File: src/rtl/mem64_pkg.sv
// Shared types, sizes and contents for the 64x5 VGA lookup ROM.
package mem64_pkg;

  localparam int unsigned ADDR_WIDTH = 6;
  localparam int unsigned DATA_WIDTH = 5;
  localparam int unsigned DEPTH      = 2 ** ADDR_WIDTH;

  typedef logic [ADDR_WIDTH-1:0] addr_t;
  typedef logic [DATA_WIDTH-1:0] data_t;

  // Word a holds (7*a + 3) mod 32. 7*32 is 0 mod 32, so the upper half repeats the lower half.
  localparam data_t ROM_INIT [0:DEPTH-1] = '{
    5'd3,  5'd10, 5'd17, 5'd24, 5'd31, 5'd6,  5'd13, 5'd20,
    5'd27, 5'd2,  5'd9,  5'd16, 5'd23, 5'd30, 5'd5,  5'd12,
    5'd19, 5'd26, 5'd1,  5'd8,  5'd15, 5'd22, 5'd29, 5'd4,
    5'd11, 5'd18, 5'd25, 5'd0,  5'd7,  5'd14, 5'd21, 5'd28,
    5'd3,  5'd10, 5'd17, 5'd24, 5'd31, 5'd6,  5'd13, 5'd20,
    5'd27, 5'd2,  5'd9,  5'd16, 5'd23, 5'd30, 5'd5,  5'd12,
    5'd19, 5'd26, 5'd1,  5'd8,  5'd15, 5'd22, 5'd29, 5'd4,
    5'd11, 5'd18, 5'd25, 5'd0,  5'd7,  5'd14, 5'd21, 5'd28
  };

  // Closed-form value of a ROM word.
  function automatic data_t rom_value(addr_t a);
    int unsigned full;
    full = (7 * int'(a) + 3) % 32;
    return data_t'(full);
  endfunction

endpackage

File: src/rtl/mem64_rom_if.sv
// Read bus of the lookup ROM: address in, registered data out.
interface mem64_rom_if;
  import mem64_pkg::*;

  addr_t rAddr;
  data_t dataOut;

  modport master (output rAddr, input dataOut);
  modport slave  (input rAddr, output dataOut);

endinterface

File: src/rtl/mem64_rom.sv
// 64-word by 5-bit synchronous-read ROM with a registered output.
module mem64_rom
  import mem64_pkg::*;
(
  input  logic        clock,
  input  logic        reset,
  mem64_rom_if.slave  bus
);

  data_t dataD;
  data_t dataQ;

  // Table lookup; only feeds the output register, never the port directly.
  always_comb begin
    dataD = ROM_INIT[bus.rAddr];
  end

  // Output register; reset wins over the read.
  always_ff @(posedge clock) begin
    if (reset) begin
      dataQ <= '0;
    end else begin
      dataQ <= dataD;
    end
  end

  assign bus.dataOut = dataQ;

endmodule

File: src/flat_wrapper.sv
// flat-port wrapper written by rule: the top's interface ports become plain ports
module mem64_rom_flat import mem64_pkg::*;
  (clock, reset, bus_rAddr, bus_dataOut);
  mem64_rom_if bus_i ();
  input  logic clock;
  input  logic reset;
  input wire logic [$bits(bus_i.rAddr)-1:0] bus_rAddr;
  output wire logic [$bits(bus_i.dataOut)-1:0] bus_dataOut;
  assign bus_i.rAddr = bus_rAddr;
  assign bus_dataOut = bus_i.dataOut;
  mem64_rom u_core (.clock(clock), .reset(reset), .bus(bus_i));
endmodule
File: config.mk
export PLATFORM = sky130hd
export DESIGN_NAME = mem64_rom_flat
export DESIGN_NICKNAME = d
export VERILOG_FILES = /design/src/rtl/mem64_pkg.sv /design/src/rtl/mem64_rom_if.sv /design/src/rtl/mem64_rom.sv /design/src/flat_wrapper.sv
export SDC_FILE = /design/constraint.sdc
export NUM_CORES = 1
export LEC_CHECK = 0
export BUFFER_PORTS_ARGS = -buffer_cell sky130_fd_sc_hd__buf_4
export CORE_AREA = 5 5 42 44
export CTS_CLUSTER_DIAMETER = 30
export DETAILED_ROUTE_END_ITERATION = 10
export DIE_AREA = 0 0 47 49
export PLACE_DENSITY_LB_ADDON = 0.08
export SLEW_MARGIN = 20
export SYNTH_ARGS = -nofsm -noshare
export SYNTH_HDL_FRONTEND = slang
export SYNTH_SLANG_ARGS = --single-unit
File: constraint.sdc
create_clock -name clock -period 1 [get_ports clock]
set_input_delay 0.15 -clock clock [delete_from_list [all_inputs] [get_ports clock]]
set_output_delay 0.15 -clock clock [all_outputs]
set_load 0.005 [all_outputs]
* Word level (Yosys, flattened, before mapping) *
Memory sizes are Yosys's and may differ from the RTL's. A register that Yosys moved wholly into a read port is not among the register bits.
Cells that the tools add are included.

storage, ports and cells
  output and inout port bits = 5
  register bits after elaboration = 0
  memories = 1
  bits in read-only memories = 320

memory list
  memory           words  bits a word  read ports  clocked after Yosys merged registers in  write ports  RTL line         text
  (no name shown)  64     5            1           1                                        0            mem64_rom.sv:15  dataD = ROM_INIT[bus.rAddr];

cells by class
  bitwise operators = 1

operators with widths
  operator                          count
  6-bit inverter with 7-bit output  1

* Logic depth before layout (Yosys ltp) *
Gate-level depths: netlist (run 1).

  depth after elaboration = 1
  gate-level depth with buffers = 3
  mapped depth without buffers = 3

* Worst setup path after synthesis (run 1) *
No wires, ideal clock.

  path type = in2reg
  from = in bus_rAddr[0]
  to = reg u_core.dataQ[4], in the netlist u_core.bus.dataOut[4]
  cell stages on the path = 3
  path buffers = 0
  data arrival time = 748 ps
  setup time = 121 ps
  setup slack = 131 ps
  required time = 879 ps
  cell sequence = inv_1 -> maj3_2 -> mux2_4

on the way
  word-level cells in the longest chain between the ends = 1

RTL lines
  what                                                    RTL line           text
  from (decl)                                             flat_wrapper.sv:7  input wire logic [$bits(bus_i.rAddr)-1:0] bus_rAddr;
  6-bit inverter with 7-bit output (implied by the code)  mem64_rom.sv:15
  to (decl)                                               mem64_rom.sv:11    data_t dataQ;

Every way passes these cells.

* Final worst setup path (run 1) *
  from = reg u_core.dataQ[1], in the netlist u_core.bus.dataOut[1]
  to = out bus_dataOut[1]

RTL lines
  what       RTL line           text
  to (decl)  flat_wrapper.sv:8  output wire logic [$bits(bus_i.dataOut)-1:0] bus_dataOut;

No word-level cell between the ends.

==> reports/results.ini, run 1 <==
[critical_path]
slowest_delay_ps=290
startpoint=u_core.bus.dataOut[1]
critical_path.top_delay_family=flip-flops
cp_slowest_cell=dfxtp_1
worstPathRequired_ps=850
path_class=flip-flop to primary output
cp_max_fo=1
cp_cell_sequence=buf_4
crit_arrival_ps=650
crit_buf_inv=1
cp-end-kind=primary output
start_kind=flip-flop

[min_path]
hold_path_class=input port to flip-flop
min-delay-start=bus_rAddr[1]

[pwr]
leakage_nw=0.153
ir_worst_vdd_mv=0.298
power-per-cell-area_nw_per_um2=1650

[floorplan]
initial_utilization_pct=13.1
core_area_um2=1400
dieWidth_um=47
dieArea_um2=2300
num_rows=14
io_pins=13
die_h_um=49

[synth]
synth_warnings=0
synthesis.area_um2=184
synth_cells=17
syn_nets=25
postSynthAreaPerCell_um2=10.8
ys_seq_area_share_pct=54.4
synth_cell_type_count=8
ys_ff_latch=5

[cts]
clkTransAtPathRegs_ps=40
ctsResizeCount=0
clkSinkCount=5
root_buffer=clkbuf_4
clockBufferDepth=2
htreeDepth=1
post-cts-setup-buffers=0
cts_inserted_buffers=3
ctsHoldBuffers=0
cts_tree=built

[route]
wl_per_cell_um=7.65
first_pass_iters=2
postRouteAntennaNets=0
vias=155
drtIter0Drc=1
wl_um=375
drc_errors=0
avgViaCountPerCell=3.16

[grt]
grt_first_pass_wirelength_um=538
grt_max_degree=7
antenna_found_initial=0
grt.overflow.total=0
grt_pass1_vias=159
groute.usage.overall_pct=3.95

[placed_design]
io_buffer_count=11
gp_congestion=0.558
place_area_um2=294
place_inst=45

[finish]
nets=42
syn_to_final_growth_pct=74.1
largest_register_ffs=5
regArea_um2=100
multi_input_area_um2=80.1
stdcell_area_um2=320
antenna_cells=0
final_cells=49
nFillCells=163
drive_gt1_share_pct=51.5

[timing]
grt_setup_unrepaired=no
drv_slew=0
tightest_slew_ps=156
fin_setup_tns_ps=0
setup_violations=0
finalCritPeriodShare_pct=79.5
finalHoldViolations=0
finalCriticalPeriod_ps=795
relSlewSlack_pct=89.6
fmax_mhz=1260

[flow_run]
drv_cap=0

[run_status]
status=finished, final reports clean

[per-stage QoR]
step	total power [mW]	utilization [%]	hold WS [ps]	setup WS, ps
after global routing	0.560	22.9	95.0	173
after floorplan	0.257	-	217	131
after global placement	0.310	21.0	330	-5.70
after detailed placement	0.311	21.0	333	-4.00
after CTS	0.545	22.9	80.4	188
final	0.527	22.9	91.6	205
[routing by layer]
| layer | up-vias | routed length, µm | GRT usage, % |
|---|---|---|---|
| li1 | 84 | - | - |
| met1 | 60 | 127 | 2.86 |
| met2 | 9 | 171 | 4.52 |
| met3 | 2 | 56 | 0.738 |
| met4 | 0 | 19 | 9.68 |
| met5 | - | 0 | 0 |
[layout by cell type (no fill, tap or decap)]
master | synthesis | layout
dfxtp_1 | 5 | 5
buf_4 | 0 | 12
nor2_1 | 4 | 4
nor2b_1 | 2 | 2
mux2_4 | 1 | 1
clkbuf_1 | 0 | 1
clkbuf_4 | 0 | 3
xor2_1 | 1 | 1
maj3_2 | 1 | 1
xnor2_1 | 2 | 2
inv_1 | 1 | 1
[power breakdown]
part	switching [mW]	internal [mW]
Combinational	0.0297	0.0572
Clock	0.0716	0.150
Sequential	0.00328	0.215
[synthesized netlist by cell type]
master	n	area share, %
maj3_2	1	6.1
xor2_1	1	4.8
dfxtp_1	5	54
nor2_1	4	8.2
mux2_4	1	8.2
xnor2_1	2	9.5
inv_1	1	2.0
nor2b_1	2	6.8
[cell type report]
type / count / area share (%)
Timing Repair Buffer: 12 / 28.1
Tap cell: 16 / 6.25
Clock buffer: 4 / 8.20
Inverter: 1 / 1.17
Sequential cell: 5 / 31.3
Multi-Input combinational cell: 11 / 25.0
[cells by family (layout without fill, tap and decap cells)]
family	after synthesis	in the layout	synth area share, %
adders and majority gates	1	1	6.12
xor gates and xnor gates	3	3	14.3
buffers and inverters	1	17	2.04
muxes	1	1	8.16
DFF	5	5	54.4
and+or+nand+nor	6	6	15.0
[worst paths after layout]
kind,end,cells after the start,slack [ps]
worst max-delay path,bus_dataOut[1],1,200
worst min-delay path,u_core.bus.dataOut[1],2,90
(Power assumes the default switching activity.)
==> run 2: changes to the inputs <==
--- a/config.mk
+++ b/config.mk
@@ -5,6 +5,7 @@
 export SDC_FILE = /design/constraint.sdc
 export NUM_CORES = 1
 export LEC_CHECK = 0
+export ABC_AREA = 1
 export BUFFER_PORTS_ARGS = -buffer_cell sky130_fd_sc_hd__buf_4
 export CORE_AREA = 5 5 42 44
 export CTS_CLUSTER_DIAMETER = 30
==> constraint.sdc (replaced) <==
create_clock -name clock -period 0.8 [get_ports clock]
set_input_delay 0.12 -clock clock [delete_from_list [all_inputs] [get_ports clock]]
set_output_delay 0.12 -clock clock [all_outputs]
set_load 0.005 [all_outputs]
==> run 2 against run 1 <==
Net effect:
- count of clock-buffer cells in the layout did not move
- sequential power rose by 25%
- non-clock buffer count fell by 1
- largest cell class unchanged
- largest power group unchanged
==> reports/results.ini, run 2 <==
[critical_path]
critical_path.top_delay_family=flip-flops
worstPathRequired_ps=680  ; -170 ps
startpoint=u_core.bus.dataOut[3]
cp_cell_sequence=buf_4
crit_arrival_ps=650  ; about the same
start_kind=flip-flop
worst-path-stages=1  ; unchanged
cp_slowest_cell=dfxtp_1
cp-end-kind=primary output
cp_max_fo=1  ; unchanged
crit_end=bus_dataOut[3]
path_class=flip-flop to primary output
crit_buf_inv=1  ; unchanged
slowest_delay_ps=290  ; about the same

[cts]
cts_tree=built
htreeDepth=1  ; unchanged
clkTransAtPathRegs_ps=40  ; about the same
clockBufferDepth=2  ; unchanged
cts_inserted_buffers=3  ; unchanged
clkSinkCount=5  ; unchanged
root_buffer=clkbuf_4
ctsResizeCount=0  ; unchanged
ctsHoldBuffers=0  ; unchanged
post-cts-setup-buffers=0  ; unchanged

[synth]
synth_edf_count=0  ; unchanged
ys_seq_area_share_pct=53.7  ; -0.73 points
syn_nets=34  ; +36%
synth_top_cell_by_area=dfxtp_1
synth_cell_type_count=6  ; -2
ys_ff_latch=5  ; unchanged
postSynthAreaPerCell_um2=7.17  ; -34%
ys.flop_type=dfxtp_1
synth_cells=26  ; +9
synthTopCellsByArea=dfxtp_1 (54%), nand2_1 (16%), nor2_1 (14%)
synth_common_cells=nand2_1 (8), nor2_1 (7), dfxtp_1 (5)
async_flop_share_pct=0  ; unchanged
synthesis.area_um2=186  ; +1.4%
synth_top_area_share_pct=53.7  ; -0.73 points
yosysMostFrequentCell=nand2_1
synth_warnings=0  ; unchanged

[route]
wl_per_cell_um=7.51  ; -1.9%
postRouteAntennaNets=0  ; unchanged
drc_errors=0  ; unchanged
avgViaCountPerCell=3.37  ; +6.5%
vias=192  ; +24%
drtIter0Drc=1  ; unchanged
wl_um=428  ; +14%
first_pass_iters=2  ; unchanged

[floorplan]
dieWidth_um=47  ; unchanged
dieArea_um2=2300  ; unchanged
initial_utilization_pct=13.3  ; +0.18 points
core_area_um2=1400  ; unchanged
io_pins=13  ; unchanged
die_h_um=49  ; unchanged
num_rows=14  ; unchanged

[pwr]
p_total_uw=652  ; +24%
ir_worst_vdd_mv=0.307  ; +3.2%
power-per-cell-area_nw_per_um2=2040  ; +24%
leakage_nw=0.177  ; +15%

[timing]
fmax_mhz=1300
finalHoldViolations=0  ; unchanged
fin_setup_tns_ps=0  ; unchanged
setup_violations=0  ; unchanged
relSlewSlack_pct=88.1  ; -1.5 points
finalCritPeriodShare_pct=96.0
grt_setup_unrepaired=no
drv_slew=0  ; unchanged
tightest_slew_ps=177  ; +21.2 ps
finalCriticalPeriod_ps=768

[finish]
antenna_cells=0  ; unchanged
largest_register_ffs=5  ; unchanged
stdcell_area_um2=320  ; unchanged
mostFrequentLayoutCell=buf_4
final_cells=57  ; +16%
drive_gt1_share_pct=39.0  ; -12 points
syn_to_final_growth_pct=71.8
nets=50  ; +19%
final_cell_mix=buf_4 (10), nand2_1 (8), nor2_1 (7)

[placed_design]
gp_congestion=0.743  ; +33%
place_inst=53  ; +18%
hpwl_um=373
io_buffer_count=11  ; unchanged
place_area_um2=289  ; -1.7%

[flow_run]
drv_cap=0  ; unchanged

[grt]
grt_max_degree=5  ; -2
antenna_found_initial=0  ; unchanged
groute.usage.overall_pct=5.07  ; +1.1 points
grt.overflow.total=0  ; unchanged
grt_first_pass_wirelength_um=745  ; +38%
grt_pass1_vias=202  ; +27%

[min_path]
hold_path_class=input port to flip-flop

[run_status]
status=finished, final reports clean

[run 2: changes by cell type after synthesis, moves of 2 or more]
cell     delta
inv_1       +3
nand2_1     +8
nor2_1      +3
nor2b_1     -2
[run 2: cell families (layout without fill, tap and decap cells)]
kind of cell	count (synthesis)	in the layout	synth area share [%]
xor gates and xnor gates	1	1	4.70
buffers and inverters	4	19	8.05
DFF	5	5	53.7
and+or+nand+nor	16	16	33.6
[run 2: final cells by class]
cell class	instances	area (µm²)
Tap cell	16	20.0
Fill cell	166	1080
Clock buffer	4	26.3
Multi-Input combinational cell	17	71.3
Sequential cell	5	101
Timing Repair Buffer	11	86.3
Inverter	4	15.0
[run 2: per-stage QoR]
step           worst slack, ps  util [%]  hold WS, ps
2_1_floorplan              261         -          187
3_3_place_gp              98.7      20.6          299
3_5_place_dp              85.2      20.6          301
4_1_cts                   10.0      22.5         46.3
5_1_grt                   2.39      22.9         53.8
6_report                  31.7      22.9         48.0
[run 2: worst min-delay path by stage]
stage,cells after the start,to,slack [ps],startpoint
final,2,u_core.bus.dataOut[1],50,bus_rAddr[1]
after global routing,2,u_core.bus.dataOut[1],50,bus_rAddr[1]
after CTS,2,u_core.bus.dataOut[1],50,bus_rAddr[1]
after detailed placement,2,u_core.bus.dataOut[1],300,bus_rAddr[1]
after global placement,2,u_core.bus.dataOut[1],300,bus_rAddr[1]
after floorplan,1,u_core.bus.dataOut[0],190,reset
[run 2: power by group]
part           switching [mW]  internal (mW)
Sequential            0.00449          0.268
Combinational          0.0411         0.0564
Clock                  0.0941          0.188
[run 2: routing by layer]
metal,global-route usage [%],part of all wire [%],wire length [µm],vias up
met4,9.68,4.7,20,0
met3,1.11,11,48,2
li1,-,-,-,104
met1,4.63,36,156,77
met2,6.11,47,203,9
met5,0,0,0,-
